File: config.mk
export PLATFORM = sky130hd
export DESIGN_NAME = rf_wb_scheduler
export DESIGN_NICKNAME = d
export VERILOG_FILES = /design/src/rtl/rf_wb_scheduler.sv
export SDC_FILE = /design/constraint.sdc
export NUM_CORES = 1
export LEC_CHECK = 0
export ABC_AREA = 1
export CORE_UTILIZATION = 37
export DETAILED_ROUTE_END_ITERATION = 10
export PLACE_DENSITY = 0.59
export SYNTH_ARGS = -nofsm -noshare
export SYNTH_HDL_FRONTEND = slang
export SYNTH_SLANG_ARGS = --single-unit
File: constraint.sdc
create_clock -name clk -period 3.04 [get_ports clk]
set_clock_uncertainty 0.05 [all_clocks]
set_input_delay 0.456 -clock clk [delete_from_list [all_inputs] [get_ports clk]]
set_output_delay 0.456 -clock clk [all_outputs]
set_load 0.02 [all_outputs]
File: src/rtl/rf_wb_scheduler.sv
// rf_wb_scheduler
// Shares the single register-file write port between the in-order WB stage
// (priority, no backpressure) and the multiply/divide unit (valid/ready).
// MDU results that lose arbitration wait in a small holding FIFO. A starve
// counter forces a FIFO drain by stalling WB when the MDU has been locked out
// too long. A 32-entry pending scoreboard tracks in-flight MDU destinations
// and raises a hazard stall toward decode.
//
// Optional feature macro: RF_WB_BYPASS_EN
//   defined   - an MDU result that finds the port idle and the FIFO empty is
//               written directly (1-cycle latency).
//   undefined - every MDU result goes through the FIFO (2-cycle latency).
//
// Ports:
//   clk, rst                          clock (rising) / async active-high reset
//   pipe_wen/pipe_waddr/pipe_wdata    WB-stage write request
//   wb_stall                          WB must hold and re-present its request
//   mdu_valid/mdu_waddr/mdu_wdata     MDU result, accepted when mdu_ready=1
//   mdu_ready                         holding FIFO has room
//   issue_valid/issue_long/issue_rd   decode issue info (scoreboard set)
//   dec_rs1/dec_rs2                   decode sources for hazard check
//   hazard_stall                      decode must stall
//   rf_we/rf_waddr/rf_wdata           registered register-file write port
//   pending                           scoreboard vector (debug)
module rf_wb_scheduler #(
  parameter int XLEN         = 32,
  parameter int AW           = 5,
  parameter int BUF_DEPTH    = 2,
  parameter int STARVE_LIMIT = 4
) (
  input  logic            clk,
  input  logic            rst,
  input  logic            pipe_wen,
  input  logic [AW-1:0]   pipe_waddr,
  input  logic [XLEN-1:0] pipe_wdata,
  output logic            wb_stall,
  input  logic            mdu_valid,
  input  logic [AW-1:0]   mdu_waddr,
  input  logic [XLEN-1:0] mdu_wdata,
  output logic            mdu_ready,
  input  logic            issue_valid,
  input  logic            issue_long,
  input  logic [AW-1:0]   issue_rd,
  input  logic [AW-1:0]   dec_rs1,
  input  logic [AW-1:0]   dec_rs2,
  output logic            hazard_stall,
  output logic            rf_we,
  output logic [AW-1:0]   rf_waddr,
  output logic [XLEN-1:0] rf_wdata,
  output logic [31:0]     pending
);

  localparam int PW = (BUF_DEPTH > 1) ? $clog2(BUF_DEPTH) : 1;
  localparam int CW = PW + 1;
  localparam int SW = $clog2(STARVE_LIMIT + 1);

  // FIFO storage and state
  logic [AW-1:0]   addr_mem_q [BUF_DEPTH];
  logic [XLEN-1:0] data_mem_q [BUF_DEPTH];
  logic [PW-1:0]   rd_ptr_q, rd_ptr_d;
  logic [PW-1:0]   wr_ptr_q, wr_ptr_d;
  logic [CW-1:0]   count_q, count_d;

  logic [SW-1:0]   starve_q, starve_d;
  logic [31:0]     pending_q, pending_d;

  logic            rf_we_q, rf_we_d;
  logic [AW-1:0]   rf_waddr_q, rf_waddr_d;
  logic [XLEN-1:0] rf_wdata_q, rf_wdata_d;

  logic            fifo_empty_s;
  logic            fifo_full_s;
  logic            wb_stall_s;
  logic            pipe_req_s;
  logic            mdu_hs_s;
  logic            push_s;
  logic            fifo_grant_s;
  logic            pipe_grant_s;
  logic            byp_grant_s;
  logic [AW-1:0]   head_addr_s;
  logic [XLEN-1:0] head_data_s;

  assign fifo_empty_s = (count_q == {CW{1'b0}});
  assign fifo_full_s  = (count_q == CW'(BUF_DEPTH));
  assign head_addr_s  = addr_mem_q[rd_ptr_q];
  assign head_data_s  = data_mem_q[rd_ptr_q];

  // Ready comes from registered occupancy only; a pop this cycle does not
  // free a slot until the next cycle.
  assign mdu_ready  = ~fifo_full_s;
  assign mdu_hs_s   = mdu_valid & ~fifo_full_s;
  assign wb_stall_s = (starve_q == SW'(STARVE_LIMIT)) & ~fifo_empty_s;
  assign wb_stall   = wb_stall_s;
  // A request to x0 is treated as no request; a stalled WB is ignored.
  assign pipe_req_s = pipe_wen & (pipe_waddr != {AW{1'b0}}) & ~wb_stall_s;

  // Port arbitration: forced drain, then WB, then FIFO, then optional bypass.
  always_comb begin
    fifo_grant_s = 1'b0;
    pipe_grant_s = 1'b0;
    byp_grant_s  = 1'b0;
    if (wb_stall_s) begin
      fifo_grant_s = 1'b1;
    end else if (pipe_req_s) begin
      pipe_grant_s = 1'b1;
    end else if (!fifo_empty_s) begin
      fifo_grant_s = 1'b1;
    end else begin
`ifdef RF_WB_BYPASS_EN
      byp_grant_s = mdu_hs_s & (mdu_waddr != {AW{1'b0}});
`else
      byp_grant_s = 1'b0;
`endif
    end
  end

  // x0 results are accepted but dropped; bypassed results skip the FIFO.
  assign push_s = mdu_hs_s & (mdu_waddr != {AW{1'b0}}) & ~byp_grant_s;

  // FIFO pointer and occupancy next state
  always_comb begin
    rd_ptr_d = rd_ptr_q;
    wr_ptr_d = wr_ptr_q;
    count_d  = count_q;
    if (push_s) begin
      wr_ptr_d = wr_ptr_q + PW'(1);
    end else begin
      wr_ptr_d = wr_ptr_q;
    end
    if (fifo_grant_s) begin
      rd_ptr_d = rd_ptr_q + PW'(1);
    end else begin
      rd_ptr_d = rd_ptr_q;
    end
    case ({push_s, fifo_grant_s})
      2'b10:   count_d = count_q + CW'(1);
      2'b01:   count_d = count_q - CW'(1);
      default: count_d = count_q;
    endcase
  end

  // Starve counter: counts pipe wins over a waiting FIFO, saturating.
  always_comb begin
    starve_d = starve_q;
    if (fifo_empty_s || fifo_grant_s) begin
      starve_d = {SW{1'b0}};
    end else if (pipe_grant_s && (starve_q != SW'(STARVE_LIMIT))) begin
      starve_d = starve_q + SW'(1);
    end else begin
      starve_d = starve_q;
    end
  end

  // Scoreboard: clear on MDU-result grant, then set on long issue (set wins).
  always_comb begin
    pending_d = pending_q;
    if (fifo_grant_s) begin
      pending_d[head_addr_s] = 1'b0;
    end else if (byp_grant_s) begin
      pending_d[mdu_waddr] = 1'b0;
    end else begin
      pending_d = pending_q;
    end
    if (issue_valid && issue_long && (issue_rd != {AW{1'b0}})) begin
      pending_d[issue_rd] = 1'b1;
    end else begin
      pending_d[issue_rd] = pending_d[issue_rd];
    end
    pending_d[0] = 1'b0;
  end

  // Write-port next state from the granted source
  always_comb begin
    rf_we_d    = 1'b0;
    rf_waddr_d = rf_waddr_q;
    rf_wdata_d = rf_wdata_q;
    if (fifo_grant_s) begin
      rf_we_d    = 1'b1;
      rf_waddr_d = head_addr_s;
      rf_wdata_d = head_data_s;
    end else if (pipe_grant_s) begin
      rf_we_d    = 1'b1;
      rf_waddr_d = pipe_waddr;
      rf_wdata_d = pipe_wdata;
    end else if (byp_grant_s) begin
      rf_we_d    = 1'b1;
      rf_waddr_d = mdu_waddr;
      rf_wdata_d = mdu_wdata;
    end else begin
      rf_we_d    = 1'b0;
    end
  end

  // Control state registers
  always_ff @(posedge clk or posedge rst) begin
    if (rst) begin
      rd_ptr_q   <= {PW{1'b0}};
      wr_ptr_q   <= {PW{1'b0}};
      count_q    <= {CW{1'b0}};
      starve_q   <= {SW{1'b0}};
      pending_q  <= 32'h0000_0000;
      rf_we_q    <= 1'b0;
      rf_waddr_q <= {AW{1'b0}};
      rf_wdata_q <= {XLEN{1'b0}};
    end else begin
      rd_ptr_q   <= rd_ptr_d;
      wr_ptr_q   <= wr_ptr_d;
      count_q    <= count_d;
      starve_q   <= starve_d;
      pending_q  <= pending_d;
      rf_we_q    <= rf_we_d;
      rf_waddr_q <= rf_waddr_d;
      rf_wdata_q <= rf_wdata_d;
    end
  end

  // FIFO payload storage; contents are don't-care while count is zero.
  always_ff @(posedge clk) begin
    if (push_s) begin
      addr_mem_q[wr_ptr_q] <= mdu_waddr;
      data_mem_q[wr_ptr_q] <= mdu_wdata;
    end
  end

  assign hazard_stall = pending_q[dec_rs1] | pending_q[dec_rs2] |
                        (issue_long & pending_q[issue_rd]);

  assign rf_we    = rf_we_q;
  assign rf_waddr = rf_waddr_q;
  assign rf_wdata = rf_wdata_q;
  assign pending  = pending_q;

endmodule
# After elaboration in Yosys (flattened, before gate mapping)
# Memories as Yosys holds them, arrays and structs flattened.
# Index checks and enable logic that the tools add are counted.
[op_classes] n_addsub=5 n_lt_le_gt_ge=6 eq_ne=5 n_mux=31 bitwise=14 n_reduce_logical=13
[ops] op="$mux 32" count=4
[ops] op="$and 32x32->32" count=1
[ops] op="$bwmux 32" count=1
[ops] op="$not 32->32" count=1
[ops] op="$or 32x32->32" count=1
[ops] op="$lt 5x6->1 const B" count=4
[ops] op="$bmux 1 s5" count=4
[ops] op="$mux 1" count=15
[ops] op="$reduce_bool 5->1" count=3
[ops] op="$demux 1 s5" count=2
[ops] op="$ge 5x1->1 const B" count=2
[ops] op="$mux 5" count=2
[ops] op="$and 1x1->1" count=6
[ops] op="$mux 3" count=2
[ops] op="$reduce_bool 2->1" count=3
[ops] op="$logic_and 1x1->1" count=5
[ops] op="$eq 2x2->1 const B" count=2
[ops] op="$pmux 2 s2" count=1
[ops] op="$add 3x1->3 const B" count=1
[ops] op="$eq 3x3->1 const B" count=1
[ops] op="$ne 3x3->1 const B" count=1
[ops] op="$not 1->1" count=3
[ops] op="$add 1x1->1 const B" count=2
[ops] op="$add 2x1->2 const B" count=1
[ops] op="other kinds (5)" count=6
[word_totals] register_bits=76 ram_bits=74 in_bits=95 mem_count=2
[mem_list] memory="data_mem_q" words=2 width=32 rd=1 rd_ports_with_merged_regs=0 wr=1 line_no="59" text="logic [XLEN-1:0] data_mem_q [BUF_DEPTH];"
[mem_list] memory="addr_mem_q" words=2 width=5 rd=1 rd_ports_with_merged_regs=0 wr=1 line_no="58" text="logic [AW-1:0] addr_mem_q [BUF_DEPTH];"

# Logic depth before layout (Yosys ltp)
[logic_depth] ltp_word=12 depth_mapped=12 depth_no_buf=11

# Least setup slack after synthesis
# Ideal clock, no wire load.
[synth_path] path_kind="reg2reg" startpoint="reg count_q[0]" endpoint="mem addr_mem_q[0][0], enable pin" setup_time_ps=431 t_arrival_ps=2397 slack_ps=162 path_stages_with_launch=5 period_less_slack_ps=2878 cell_sequence="dfrtp_1 > inv_2 > nand2_1 > nand3_1 > nor2_1"
[synth_via] elab_chain_cells=6
[synth_rtl] item="start: declaration" line_no="62" text="logic [CW-1:0] count_q, count_d;"
[synth_rtl] item="start signal: assignment" line_no="199" text="count_q <= {CW{1'b0}};"
[synth_rtl] item="start signal: assignment" line_no="208" text="count_q <= count_d;"
[synth_rtl] item="$eq 2x2->1" line_no="84" text="assign fifo_full_s = (count_q == CW'(BUF_DEPTH));"
[synth_rtl] item="$not 1->1"
[synth_rtl] item="named net mdu_ready" line_no="40" text="output logic mdu_ready,"
[synth_rtl] item="$and 1x1->1" line_no="91" text="assign mdu_hs_s = mdu_valid & ~fifo_full_s;"
[synth_rtl] item="$and 1x1->1" line_no="118" text="assign push_s = mdu_hs_s & (mdu_waddr != {AW{1'b0}}) & ~byp_grant_s;"
[synth_rtl] item="$mux 1" line_no="219" text="if (push_s) begin"
[synth_rtl] item="$mux 1 (implied by the code)" line_no="220" text="addr_mem_q[wr_ptr_q] <= mdu_waddr;"
[synth_rtl] item="end: declaration" line_no="58"
# The timed path passes the listed nets, and every way through them passes these cells.

# Worst setup path after layout
[layout_path] startpoint="in issue_rd[4]" endpoint="out hazard_stall"
[layout_via] elab_chain_cells=4
[layout_rtl] item="start: declaration" line_no="43" text="input logic [AW-1:0] issue_rd,"
[layout_rtl] item="$bmux 1 s5" line_no="226" text="(issue_long & pending_q[issue_rd]);"
[layout_rtl] item="$mux 1 (implied by the code)" line_no="226"
[layout_rtl] item="$and 1x1->1" line_no="226"
[layout_rtl] item="$or 1x1->1" line_no="225" text="assign hazard_stall = pending_q[dec_rs1] | pending_q[dec_rs2] |"
[layout_rtl] item="end: declaration" line_no="46" text="output logic hazard_stall,"
# No other way between the ends. The select of a mux whose other input is x is not followed.

==> metrics.yaml <==
crit_top_cell: "nand2_1"
crit_slowest_cell: "clkdlybuf4s50_1"
grt_pass1_wl_mm: 33.5
final_design_area_no_fill_um2: 10200
cp-end-kind: "primary output"
drt_first_pass_iters: 5
die-area_um2: 20900
setup_ws_ps: 481
via_per_inst: 4.85
required_ps: 2530
drive_above_1_share: 0.131
final-setup-viol-count: 0
min_period_ps: 2560
antenna_left: 0
fmax_mhz: 391
antenna_found_initial: 0
irDropWorstVdd_uv: 568
ys_seq_area_frac: 0.548
n_antenna_cell: 0
drt-wirelength-per-cell_um: 16.1
vias: 6455
portBuffers: 166
final_hold_viol_count: 0
place.gp.congestion: 0.886
synthesis.area_um2: 7530
synth-seq-cells: 150
ys_warn_count: 0
synth_top_flop_cell: "dfrtp_1"
place_ws_ps: -22.6
place_inst: 1297
ios: 168
cts_root_buffer: "clkbuf_16"
grt_pass1_vias: 6137
arrival_ps: 2050
cp_slowest_stage_delay_ps: 620
maxCapViolCount: 0
leakage_nw: 4.33
startpoint_type: "primary input"
drt_first_iter_violations: 316
cp_top_family: "buffers and inverters"
worstPathCellList: "clkdlybuf4s50_1 -> inv_2 -> nor3_1 -> nand2_1 -> nand2_1 -> nor2_1 -> nand2_1 -> nand2_1 -> nand3_1 -> dlymetal6s2s_1"
track_usage: 0.215
dpl-instance-area_um2: 9570
rows: 51
synth.area.top_cells: "edfxtp_1 30%, dfrtp_1 25%, nand2_1 17%"
cts_tree: "built"
h-tree-depth: 4
synthCells: 872
power_density_nw_per_um2: 959
clock_path_buffers: 2
netlist.area_leader.share: 0.295
wirelength_mm: 21.4
area_growth_pct: 35.9
cts-buffers-inserted: 17
async_reset_ff_frac: 0.507
fin_crit_sh: 0.842
clock_latency_ps: 430
cp_num_buf_inv: 3
synth_cell_types: 36
final_cell_mix: "343 x nand2_1, 163 x clkdlybuf4s50_1, 85 x nand3_1, 76 x dfrtp_1, 74 x edfxtp_1"
nets: 1150
hpwl_mm: 15.2
grt_overflow_total: 0
cp_max_fo: 5
layout_commonest_cell: "nand2_1"
drv_slew: 0
yosysTopAreaCell: "edfxtp_1"
grt_max_degree: 38
drc_errors: 0
fp.dieH_um: 145
syn_avg_cell_area_um2: 8.63
critical_path_class: "in -> out"
hp-class: "in -> async"
rsz0062_at_grt: "false"
die_x_um: 145
synth_edf_count: 74
status: "finished, final reports clean"
syn-num-nets: 970
totalPowerFinal_mw: 9.80
core_area_um2: 19700
final_cell_count_no_fill: 1330
start_util: 0.382
cts.sinks: 150
clk_pin_slew_ps: 60
==> cell usage after synthesis (12+ instances only) <==
cell	number
inv_2	15
inv_1	42
nor2_2	12
o21ai_1	35
nor3_1	18
o21ai_0	28
buf_2	20
nand3_1	85
dfrtp_1	76
nor2_1	31
nand2_1	343
edfxtp_1	74
==> cell type report <==
cell class	count	area (µm²)
fill	1858	9490
sequential	150	4120
multi-input combinational	624	2960
timing repair buffer	200	1950
clock buffer	20	478
tap	265	332
inverter	58	223
clock inverter	12	161
timing repair inverter	1	7.51
==> through the flow <==
step | setup TNS, ps | hold WS (ps) | util
floorplan | 0 | 380 | -
global placement | 0 | 409 | 0.485
detailed placement | -22.6 | 411 | 0.485
CTS | 0 | 309 | 0.518
global route | 0 | 358 | 0.519
finish | 0 | 309 | 0.519
==> flip-flops by register name (all words and copies together), names as in the netlist, 2 cells and up <==
name,count
data_mem_q,64
rf_wdata,32
pending,31
addr_mem_q,10
rf_waddr,5
starve_q,3
count_q,2
==> final timing paths <==
kind                              from  slack [ps]  cells past startpoint      endpoint
setup / recovery           issue_rd[4]         480                     10  hazard_stall
hold / removal                     rst         310                      2  rf_wdata[15]
setup reg to reg           starve_q[0]         820                     10   rf_waddr[4]
hold reg to reg            starve_q[0]         420                      1   starve_q[0]
max in group asynchronous          rst        1960                      3   starve_q[2]
min in group clk           starve_q[0]         420                      1   starve_q[0]
==> routing by layer <==
layer  track usage  part of all wire  up-vias
met5             0                 0        -
met1         0.277              0.45     3023
met3        0.0609             0.069       23
li1              -                 -     3220
met4        0.0704             0.015        0
met2         0.346              0.47      189
==> kinds of logic after synthesis <==
family,share of synthesized area
other,0.000498
flip-flops,0.548
buffers and inverters,0.0618
adder cells (fa/ha/maj),0.00499
AO/OA/AOI/OAI,0.0846
AND/OR/NAND/NOR,0.294
XOR/XNOR,0.00582
==> report_power, final <==
part           switching [mW]  leakage (nW)  internal (mW)
Sequential              0.522          1.60           2.88
Clock                   0.860         0.317           1.40
Combinational            2.51          2.41           1.64
==> timing repair <==
action,4_1_cts,5_1_grt
cloned,0,1
resized for setup,1,5
setup endpoints to repair,1,1
hold buffers,0,0
setup buffers,0,0
(Power assumes the default switching activity.)
